[config.mk]
export PLATFORM = sky130hd
export DESIGN_NAME = color_sensor_ctrl
export DESIGN_NICKNAME = d
export VERILOG_FILES = /design/src/rtl/color_pkg.sv /design/src/rtl/freq_edge_sync.sv /design/src/rtl/color_sensor_ctrl.sv
export SDC_FILE = /design/constraint.sdc
export NUM_CORES = 1
export LEC_CHECK = 0
export CAP_MARGIN = 40
export CORE_UTILIZATION = 62
export CTS_CLUSTER_DIAMETER = 200
export DETAILED_ROUTE_END_ITERATION = 10
export HOLD_SLACK_MARGIN = 0.12
export PLACE_DENSITY = 0.86
export SYNTH_ARGS = -nofsm -noshare
export SYNTH_HDL_FRONTEND = slang
export SYNTH_SLANG_ARGS = --single-unit
export TNS_END_PERCENT = 10
[constraint.sdc]
create_clock -name clk -period 7.54 [get_ports clk]
set_input_delay 1.508 -clock clk [delete_from_list [all_inputs] [get_ports clk]]
set_output_delay 1.508 -clock clk [all_outputs]
set_load 0.02 [all_outputs]
[src/rtl/color_pkg.sv]
// Shared encodings for the colour sensor controller: FSM states, channel
// order, sensor filter selects and one-hot colour result codes.
package color_pkg;

    typedef enum logic [1:0] {
        ST_IDLE,
        ST_SETTLE,
        ST_GATE,
        ST_CLASSIFY
    } state_t;

    // Sweep order; the enum value doubles as the counter index.
    typedef enum logic [1:0] {
        CH_RED   = 2'd0,
        CH_BLUE  = 2'd1,
        CH_GREEN = 2'd2,
        CH_CLEAR = 2'd3
    } chan_t;

    localparam logic [1:0] FILT_RED   = 2'b00;
    localparam logic [1:0] FILT_BLUE  = 2'b01;
    localparam logic [1:0] FILT_GREEN = 2'b11;
    localparam logic [1:0] FILT_CLEAR = 2'b10;

    localparam logic [2:0] COLOR_NONE  = 3'b000;
    localparam logic [2:0] COLOR_RED   = 3'b001;
    localparam logic [2:0] COLOR_BLUE  = 3'b010;
    localparam logic [2:0] COLOR_GREEN = 3'b100;

    function automatic logic [1:0] filter_of(input chan_t ch);
        logic [1:0] f;
        f = FILT_RED;
        case (ch)
            CH_RED:   f = FILT_RED;
            CH_BLUE:  f = FILT_BLUE;
            CH_GREEN: f = FILT_GREEN;
            CH_CLEAR: f = FILT_CLEAR;
            default:  f = FILT_RED;
        endcase
        return f;
    endfunction

endpackage

[src/rtl/freq_edge_sync.sv]
// Brings the asynchronous sensor square wave into the clk domain and emits
// one single-cycle pulse per rising edge.
module freq_edge_sync (
    input  logic clk,
    input  logic reset,
    input  logic async_in,
    output logic edge_pulse
);

    logic sync1_q;
    logic sync2_q;
    logic prev_q;

    always_ff @(posedge clk) begin
        if (reset) begin
            sync1_q <= 1'b0;
            sync2_q <= 1'b0;
            prev_q  <= 1'b0;
        end else begin
            sync1_q <= async_in;
            sync2_q <= sync1_q;
            prev_q  <= sync2_q;
        end
    end

    assign edge_pulse = sync2_q & ~prev_q;

endmodule

[src/rtl/color_sensor_ctrl.sv]
// Colour sensor sweep controller: settles and gates each filter channel in
// turn, counts sensor edges, then classifies the dominant colour.
module color_sensor_ctrl
    import color_pkg::*;
#(
    parameter int unsigned CNT_W         = 16,
    parameter int unsigned GATE_CYCLES   = 50000,
    parameter int unsigned SETTLE_CYCLES = 1000,
    parameter logic [1:0]  SCALE_SEL     = 2'b01,
    parameter int unsigned MIN_CNT       = 24
) (
    input  logic             clk,
    input  logic             reset,
    input  logic             start,
    input  logic             continuous,
    input  logic             sensor_freq,
    output logic [1:0]       scale,
    output logic [1:0]       filter,
    output logic             oe_n,
    output logic [CNT_W-1:0] red_cnt,
    output logic [CNT_W-1:0] blue_cnt,
    output logic [CNT_W-1:0] green_cnt,
    output logic [CNT_W-1:0] clear_cnt,
    output logic [2:0]       color,
    output logic             valid,
    output logic             busy,
    output logic             sat
);

    localparam int unsigned PH_MAX = (GATE_CYCLES > SETTLE_CYCLES) ? GATE_CYCLES : SETTLE_CYCLES;
    localparam int unsigned PH_W   = $clog2(PH_MAX + 1);
    localparam logic [PH_W-1:0]  SETTLE_LAST = PH_W'(SETTLE_CYCLES - 1);
    localparam logic [PH_W-1:0]  GATE_LAST   = PH_W'(GATE_CYCLES - 1);
    localparam logic [CNT_W-1:0] CNT_MAX     = '1;
    localparam logic [CNT_W-1:0] MIN_V       = CNT_W'(MIN_CNT);

    state_t           state_q, state_d;
    chan_t            chan_q, chan_d;
    logic [PH_W-1:0]  phase_q, phase_d;
    logic             hold_q, hold_d;
    logic             gate_entry;
    logic             sweep_entry;
    logic             edge_pulse;
    logic [CNT_W-1:0] cnt_q [4];
    logic             sat_acc_q;
    logic [2:0]       color_d;

    freq_edge_sync u_sync (
        .clk        (clk),
        .reset      (reset),
        .async_in   (sensor_freq),
        .edge_pulse (edge_pulse)
    );

    always_ff @(posedge clk) begin
        if (reset) begin
            state_q <= ST_IDLE;
            chan_q  <= CH_RED;
            phase_q <= '0;
            hold_q  <= 1'b0;
        end else begin
            state_q <= state_d;
            chan_q  <= chan_d;
            phase_q <= phase_d;
            hold_q  <= hold_d;
        end
    end

    // An automatic restart spends the result cycle in SETTLE(red) as an extra
    // hold cycle, so back-to-back sweeps repeat at the start-to-valid period.
    always_comb begin
        state_d     = state_q;
        chan_d      = chan_q;
        phase_d     = phase_q + 1'b1;
        hold_d      = 1'b0;
        gate_entry  = 1'b0;
        sweep_entry = 1'b0;
        unique case (state_q)
            ST_IDLE: begin
                phase_d = '0;
                chan_d  = CH_RED;
                if (start) begin
                    state_d     = ST_SETTLE;
                    sweep_entry = 1'b1;
                end
            end
            ST_SETTLE: begin
                if (hold_q) begin
                    phase_d = phase_q;
                end else if (phase_q == SETTLE_LAST) begin
                    state_d    = ST_GATE;
                    phase_d    = '0;
                    gate_entry = 1'b1;
                end
            end
            ST_GATE: begin
                if (phase_q == GATE_LAST) begin
                    phase_d = '0;
                    if (chan_q == CH_CLEAR) begin
                        state_d = ST_CLASSIFY;
                    end else begin
                        state_d = ST_SETTLE;
                        chan_d  = chan_t'(chan_q + 2'd1);
                    end
                end
            end
            ST_CLASSIFY: begin
                phase_d = '0;
                chan_d  = CH_RED;
                if (continuous) begin
                    state_d     = ST_SETTLE;
                    hold_d      = 1'b1;
                    sweep_entry = 1'b1;
                end else begin
                    state_d = ST_IDLE;
                end
            end
            default: state_d = ST_IDLE;
        endcase
    end

    always_ff @(posedge clk) begin
        if (reset) begin
            for (int unsigned i = 0; i < 4; i++) cnt_q[i] <= '0;
            sat_acc_q <= 1'b0;
        end else begin
            if (sweep_entry) sat_acc_q <= 1'b0;
            if (gate_entry) begin
                cnt_q[chan_q] <= '0;
            end else if (state_q == ST_GATE && edge_pulse) begin
                if (cnt_q[chan_q] == CNT_MAX) sat_acc_q <= 1'b1;
                else cnt_q[chan_q] <= cnt_q[chan_q] + 1'b1;
            end
        end
    end

    // Clear is measured but never eligible to win.
    always_comb begin
        color_d = COLOR_NONE;
        if (cnt_q[CH_RED] > cnt_q[CH_BLUE] && cnt_q[CH_RED] > cnt_q[CH_GREEN]
            && cnt_q[CH_RED] >= MIN_V)
            color_d = COLOR_RED;
        else if (cnt_q[CH_BLUE] > cnt_q[CH_RED] && cnt_q[CH_BLUE] > cnt_q[CH_GREEN]
            && cnt_q[CH_BLUE] >= MIN_V)
            color_d = COLOR_BLUE;
        else if (cnt_q[CH_GREEN] > cnt_q[CH_RED] && cnt_q[CH_GREEN] > cnt_q[CH_BLUE]
            && cnt_q[CH_GREEN] >= MIN_V)
            color_d = COLOR_GREEN;
    end

    always_ff @(posedge clk) begin
        if (reset) begin
            red_cnt   <= '0;
            blue_cnt  <= '0;
            green_cnt <= '0;
            clear_cnt <= '0;
            color     <= COLOR_NONE;
            sat       <= 1'b0;
            valid     <= 1'b0;
        end else begin
            valid <= (state_q == ST_CLASSIFY);
            if (state_q == ST_CLASSIFY) begin
                red_cnt   <= cnt_q[CH_RED];
                blue_cnt  <= cnt_q[CH_BLUE];
                green_cnt <= cnt_q[CH_GREEN];
                clear_cnt <= cnt_q[CH_CLEAR];
                color     <= color_d;
                sat       <= sat_acc_q;
            end
        end
    end

    assign busy   = (state_q != ST_IDLE);
    assign oe_n   = ~busy;
    assign scale  = busy ? SCALE_SEL : 2'b00;
    assign filter = busy ? filter_of(chan_q) : FILT_RED;

endmodule
# [After elaboration in Yosys (flattened, before gate mapping)]
# Memory sizes are Yosys's and may differ from the RTL's. A register that Yosys moved wholly into a read port is not among the register bits.
# Index checks and enable logic that the tools add are counted.
# Widths: inputs -> output; s select.
[op_classes] n_addsub=3 mul=0 div_mod_pow=0 order_cmp=9 n_eq_ne=14 shifts=0 mux=46 n_bitwise=5 n_reduce_logical=16
[op_table] operator="$gt 16x16->1" n=6
[op_table] operator="$mux 16" n=5
[op_table] operator="$ge 16x5->1 const B" n=3
[op_table] operator="$pmux 16 s3" n=1
[op_table] operator="$add 16x1->16 const B" n=2
[op_table] operator="$eq 16x16->1 const B" n=2
[op_table] operator="$mux 1" n=22
[op_table] operator="$mux 2" n=11
[op_table] operator="$eq 16x10->1 const B" n=1
[op_table] operator="$pmux 2 s4" n=2
[op_table] operator="$reduce_or 16->1" n=1
[op_table] operator="$ne 2x2->1 const B" n=5
[op_table] operator="$mux 3" n=3
[op_table] operator="$eq 2x2->1 const B" n=4
[op_table] operator="$logic_and 1x1->1" n=7
[op_table] operator="$eq 2x1->1 const B" n=2
[op_table] operator="$logic_not 2->1" n=2
[op_table] operator="$pmux 2 s2" n=1
[op_table] operator="$reduce_and 4->1" n=1
[op_table] operator="$reduce_bool 2->1" n=2
[op_table] operator="$reduce_or 2->1" n=2
[op_table] operator="$not 1->1" n=3
[op_table] operator="$reduce_and 3->1" n=1
[op_table] operator="$add 2x1->2 const B" n=1
[op_table] operator="3 further kinds" n=3
[word_totals] ff_bits=78 latch_bits=0 ram_bits=64 mem_bits_ro=0 inputBits=5 output_inout_bits=75 elab_cells=108 mem_count=1
[memory_table] memory="cnt_q" depth=4 word_bits=16 read_ports=5 rd_clocked_by_memory_dff=2 write_ports=4 line_no="color_sensor_ctrl.sv:44" text="logic [CNT_W-1:0] cnt_q [4];"

# [Depth between registers and ports, before layout]
# Gate-level depths: netlist of the first run.
[logic_depth] ltp_word=10 mapped_depth=9 mapped_depth_nobuf=8

# [Cells and area by module]
# A second synthesis of the first run with hierarchy kept.
[unflattened] cells_unflattened=757 area_unflattened_um2=8091.5
[by_module_without_submodules] mod="color_sensor_ctrl" instances=1 cells_per_inst=750 area_per_inst_um2=8003.9 seq_area_each_um2=3783.6
[by_module_without_submodules] mod="freq_edge_sync" instances=1 cells_per_inst=7 area_per_inst_um2=87.6 seq_area_each_um2=60.1

# [Worst setup path after synthesis of the first run]
# No wires, ideal clock.
[synth_timing] path_type="input to register" from="input port reset" to="memory cnt_q[2][0] (enable)" setup_ps=391 t_arrival_ps=3226 required_ps=7149 setup_slack_ps=3923 stages=7 path_buffers=1 path_cell_list="nor2b_1 and3b_1 o21ai_0 a41o_4 a21boi_4 buf_6 o21ai_1"
[synth_rtl] item="start: declaration" line_no="color_sensor_ctrl.sv:13" text="input logic reset,"
[synth_rtl] item="end: declaration" line_no="color_sensor_ctrl.sv:44"

# [Worst setup path after layout of the first run]
[layout_timing] from="register state_q[0]" to="output port busy"
[layout_via] elab_chain_len=1
[layout_rtl] item="start: declaration" line_no="color_sensor_ctrl.sv:37" text="state_t state_q, state_d;"
[layout_rtl] item="start signal: assignment" line_no="color_sensor_ctrl.sv:62" text="state_q <= state_d;"
[layout_rtl] item="$reduce_bool 2->1" line_no="color_sensor_ctrl.sv:173" text="assign busy = (state_q != ST_IDLE);"
[layout_rtl] item="end: declaration" line_no="color_sensor_ctrl.sv:26" text="output logic busy,"
# No other way between the ends.

==> results.sh, run 1 <==
export IMPL_final_layout_size_suffix_gt1_share_pct=7.43
export IMPL_grt_pass1_wl_um=31100
export IMPL_netlist_area_mm2=0.00799
export IMPL_fin_skew_ns=0.0113
export IMPL_clock_path_buffers=2
export IMPL_hold_viol=0
export IMPL_synthArstFlopShare_pct=0
export IMPL_postCtsHoldBufs=0
export IMPL_post_drt_wl_per_cell_um=19.6
export IMPL_ant_nets=0
export IMPL_peakVddDrop_mv=0.260
export IMPL_clock_latency_ns=0.43
export IMPL_crit_required_ns=6.03
export IMPL_ctsResizeCount=0
export IMPL_cp_slowest_stage_delay_ns=0.63
export IMPL_slew_headroom_pct=50.4
export IMPL_grt_use_total_pct=31.4
export IMPL_fin_crit_sh_pct=47.8
export IMPL_antenna_found_initial=0
export IMPL_synth_commonest_cells="nor2_1 (148), dfxtp_1 (96), mux2i_1 (65)"
export IMPL_synthesis_instances=747
export IMPL_finalMaxSlewViolations=0
export IMPL_avgSynthCellArea_um2=10.7
export IMPL_dpl_cell_area_mm2=0.00890
export IMPL_synth_fp_nets=809
export IMPL_end_kind="output port"
export IMPL_start_util_pct=63.6
export IMPL_ys_ff_latch=160
export IMPL_wl_um=19700
export IMPL_whs_ns=0.469
export IMPL_crit_family="buffers and inverters"
export IMPL_die_h_um=116
export IMPL_maxCapViolCount=0
export IMPL_fin_ws_ns=3.93
export IMPL_cp_cell_sequence="inv_1 -> ha_1 -> inv_1 -> clkdlybuf4s50_1"
export IMPL_placed_cells=974
export IMPL_design_area_mm2=0.00949
export IMPL_io_buffers=78
export IMPL_cts_buffers=17
export IMPL_num_vias=6162
export IMPL_reg2reg_slack_ns=4.38
export IMPL_grt_pass1_vias=5826
export IMPL_layout_nets=883
export IMPL_dieArea_mm2=0.0133
export IMPL_root_buffer="clkbuf_16"
export IMPL_max_freq_ghz=0.277
export IMPL_clkTransAtPathRegs_ns=0.07
export IMPL_pin_count=80
export IMPL_die_x_um=116
export IMPL_setup_viol=0
export IMPL_min_period_ns=3.61
export IMPL_tns_ns=0
export IMPL_finalPower_mw=2.40
export IMPL_worstRegToRegCells=7
export IMPL_ys_types=60
export IMPL_power_density_mw_per_mm2=253
export IMPL_cp_max_fo=6
export IMPL_yosysMostFrequentCell="nor2_1"
export IMPL_yosysTopAreaCellShare_pct=24.1
export IMPL_finish_utilization_pct=75.5
export IMPL_synthTopCellsByArea="dfxtp_1 (24%), edfxtp_1 (24%), ha_1 (8.9%)"
export IMPL_cp_depth=4
export IMPL_yosys_area_top_type="dfxtp_1"
export IMPL_core_area_mm2=0.0126
export IMPL_crit_buf_inv=3
export IMPL_seq_area_frac_synth_pct=48.1
export IMPL_num_antenna_cells=0
export IMPL_vias_per_cell=6.13
export IMPL_ys_warn_count=0
export IMPL_h_tree_depth=4
export IMPL_hold_path_class="reg2reg"
export IMPL_drt_initial_drc_count=658
export IMPL_synth_edf_count=64
export IMPL_cp_arrival_ns=2.10
export IMPL_hold_depth=1
export IMPL_rows=41
export IMPL_p_leak_nw=3.50
export IMPL_grt_max_degree=41
export IMPL_syn2layout_area_growth_pct=18.9
export IMPL_grt_ovfl_total=0
export IMPL_final_instance_count_excl_fill=1006
export IMPL_path_class="reg2out"
export IMPL_postCtsSetupRepairBufs=0
export IMPL_clock_sinks=160
export IMPL_worst_pin_slew_ns=0.743
export IMPL_cts_tree="done"
export IMPL_crit_path_frequent_cell="inv_1"
export IMPL_dp_hpwl_um=14400
export IMPL_start_kind="register"
export IMPL_drc=0
export IMPL_status="finished, final reports clean"
export IMPL_synthFlopType="dfxtp_1"
export IMPL_post_place_ws_ns=3.66
export IMPL_rsz0062_at_grt="false"
export IMPL_routabilityCongestion=0.950
export IMPL_slowest_stage="clkdlybuf4s50_1"
export IMPL_firstDrtPassIters=7
## final timing paths
check	to	startpoint
max	busy	state_q[0]
min	u_sync.sync2_q	u_sync.sync1_q
max reg2reg	cnt_q[2][6]	register
min reg2reg	u_sync.sync2_q	u_sync.sync1_q
## cells by family after synthesis
group           share of synthesized area [%]
simple gates                             16.9
flops                                    48.1
buf+inv                                  3.96
compound gates                           6.11
xor+xnor                                 3.07
fa+ha+maj                                8.93
other cells                            0.0469
mux                                      12.9
## power by group
group	total, mW	switching [mW]	internal [mW]
clock network	0.877	0.377	0.500
registers	1.00	0.0569	0.943
logic	0.525	0.310	0.215
## flip-flops by register name, summed over array words and instances (netlist names), named ones only
name,flops
state_q,2
u_sync.prev_q,1
red_cnt,16
cnt_q,64
clear_cnt,16
valid,1
hold_q,1
green_cnt,16
phase_q,16
color,3
sat,1
blue_cnt,16
u_sync.sync1_q,1
chan_q,2
u_sync.sync2_q,1
sat_acc_q,1
## area by class of cell
type | count | area [um2]
clock inverters | 14 | 169
flip-flops and latches | 160 | 3840
well taps | 172 | 215
fillers | 821 | 3070
multi-input cells | 515 | 3840
repair buffers | 86 | 843
inverters | 41 | 154
clock buffers | 18 | 429
## per-layer routing
| layer | part of all wire, % | vias to the layer above | track usage (%) |
|---|---|---|---|
| met5 | 0 | - | 0 |
| met4 | 2.4 | 0 | 11.1 |
| met3 | 9.4 | 48 | 6.33 |
| met2 | 46 | 342 | 48.5 |
| met1 | 43 | 2946 | 44.1 |
| li1 | - | 2826 | - |
## cells in the final DEF, fill, tap and decap left out, types with 11 or more instances in the layout
| cell | netlist | final |
|---|---|---|
| ha_1 | 57 | 56 |
| mux4_2 | 11 | 11 |
| mux2i_1 | 65 | 65 |
| xor2_1 | 20 | 20 |
| nand3_1 | 17 | 17 |
| inv_1 | 41 | 41 |
| nor3_1 | 15 | 15 |
| edfxtp_1 | 64 | 64 |
| clkdlybuf4s50_1 | 0 | 77 |
| nand4_1 | 19 | 19 |
| nor2_1 | 148 | 148 |
| a21oi_1 | 16 | 16 |
| nand2_1 | 27 | 27 |
| clkbuf_16 | 0 | 17 |
| dfxtp_1 | 96 | 96 |
(Power assumes the default switching activity.)
==> run 2: changes to the inputs <==
Settings changed: CORE_UTILIZATION 62 to 57, PLACE_DENSITY 0.86 to 0.8.
Clock period 7.54 ns to 3.5 ns, I/O delays scaled along.
==> results.sh, run 2 (synthesized netlist as in run 1, its figures left out) <==
export IMPL_min_period_ns=3.06
export IMPL_drc=0
export IMPL_finalPower_mw=5.08
export IMPL_largest_register_ffs=64
export IMPL_dieArea_mm2=0.0145
export IMPL_hold_depth=1
export IMPL_drt_initial_drc_count=709
export IMPL_h_tree_depth=4
export IMPL_finish_utilization_pct=70.5
export IMPL_finalMaxSlewViolations=0
export IMPL_cts_buffers=17
export IMPL_grt_pass1_vias=5961
export IMPL_worst_pin_slew_ns=0.776
export IMPL_regArea_mm2=0.00384
export IMPL_wl_um=20800
export IMPL_pin_count=80
export IMPL_clock_path_buffers=2
export IMPL_fin_skew_ns=0.00842
export IMPL_start_util_pct=59.4
export IMPL_hold_path_class="reg2reg"
export IMPL_syn2layout_area_growth_pct=18.8
export IMPL_status="finished, final reports clean"
export IMPL_worstRegToRegCells=7
export IMPL_clkTransAtPathRegs_ns=0.06
export IMPL_rsz0062_at_grt="false"
export IMPL_peakVddDrop_mv=0.388
export IMPL_io_buffers=78
export IMPL_regMostFlops="cnt_q"
export IMPL_multi_input_area_mm2=0.00384
export IMPL_vias_per_cell=5.97
export IMPL_layout_nets=886
export IMPL_hold_path_startpoint="u_sync.sync1_q"
export IMPL_ant_nets=0
export IMPL_slew_headroom_pct=48.3
export IMPL_core_area_mm2=0.0135
export IMPL_root_buffer="clkbuf_16"
export IMPL_grt_ovfl_total=0
export IMPL_die_h_um=120
export IMPL_num_antenna_cells=0
export IMPL_fin_crit_sh_pct=87.4
export IMPL_setup_viol=0
export IMPL_hold_viol=0
export IMPL_grt_pass1_wl_um=32700
export IMPL_post_drt_wl_per_cell_um=20.5
export IMPL_maxCapViolCount=0
export IMPL_rows=42
export IMPL_placed_cells=981
export IMPL_final_layout_size_suffix_gt1_share_pct=7.89
export IMPL_tns_ns=0
export IMPL_end_kind="register"
export IMPL_p_leak_nw=3.50
export IMPL_final_cell_mix="nor2_1 (148), dfxtp_1 (96), clkdlybuf4s50_1 (77), mux2i_1 (65), edfxtp_1 (64)"
export IMPL_cp_arrival_ns=3.25
export IMPL_postCtsHoldBufs=0
export IMPL_grt_max_degree=77
export IMPL_start_kind="register"
export IMPL_postCtsSetupRepairBufs=0
export IMPL_routabilityCongestion=0.924
export IMPL_die_x_um=120
export IMPL_max_freq_ghz=0.327
export IMPL_firstDrtPassIters=5
export IMPL_cp_max_fo=16
export IMPL_num_vias=6047
export IMPL_antenna_found_initial=0
export IMPL_grt_use_total_pct=30.5
export IMPL_clock_sinks=160
export IMPL_clock_latency_ns=0.44
export IMPL_crit_required_ns=3.69
export IMPL_cts_tree="done"
export IMPL_dp_hpwl_um=15400
export IMPL_ctsResizeCount=0
export IMPL_final_common_cell="nor2_1"
export IMPL_path_class="reg2reg"
export IMPL_fillers=996
export IMPL_power_density_mw_per_mm2=535
export IMPL_final_instance_count_excl_fill=1013
==> run 2: cell types whose count changed in the layout (fill, tap and decap cells not counted) <==
cell        change
buf_4           +4
buf_8           -1
bufinv_16       -1
clkbuf_1        -1
clkinv_2        +1
clkinv_4        -1
clkinvlp_2      +1
clkinvlp_4      +1
inv_6           +1
inv_8           -1
==> run 2: layout make-up <==
cell class	instances	area share [%]
clock inverter	15	1.53
clock buffer	17	4.48
timing repair buffer	89	9.05
tap	176	2.32
inverter	41	1.62
multi-input combinational	515	40.5
sequential	160	40.5
==> run 2: metrics by stage <==
step	worst slack, ns	area (um2)	hold slack (ns)
after detailed placement	0.511	8920	0.440
after CTS	0.498	9490	0.455
after floorplan	0.255	7990	0.414
after global placement	0.627	8920	0.420
after global routing	0.294	9490	0.467
final	0.442	9490	0.447
==> run 2: worst max-delay path: stages, from the launching register on <==
cell and delay [ns]:
dfxtp_1 0.73, mux4_2 0.39, nand2_1 0.12, nor4_4 0.42, a41o_4 0.38, a21boi_4 0.36
o21ai_1 0.17, buf_4 0.23
==> run 2: path summary, 6_finish.rpt <==
kind              slack [ns]        endpoint
setup reg to reg        0.44    cnt_q[2][10]
hold reg to reg         0.45  u_sync.sync2_q
setup / recovery        0.44    cnt_q[2][10]
hold / removal          0.45  u_sync.sync2_q
==> run 2: power by group <==
part           internal (mW)  leakage (nW)  switching [mW]
combinational          0.458          1.80           0.662
sequential              2.03          1.43           0.117
clock                  0.997         0.274           0.810
==> run 2: layer usage <==
metal | vias up | GRT usage (%) | routed length (um)
met5 | - | 0 | 0
met2 | 276 | 47.7 | 9640
li1 | 2823 | - | -
met3 | 45 | 6.27 | 1730
met4 | 0 | 12.4 | 576
met1 | 2903 | 41.6 | 8870
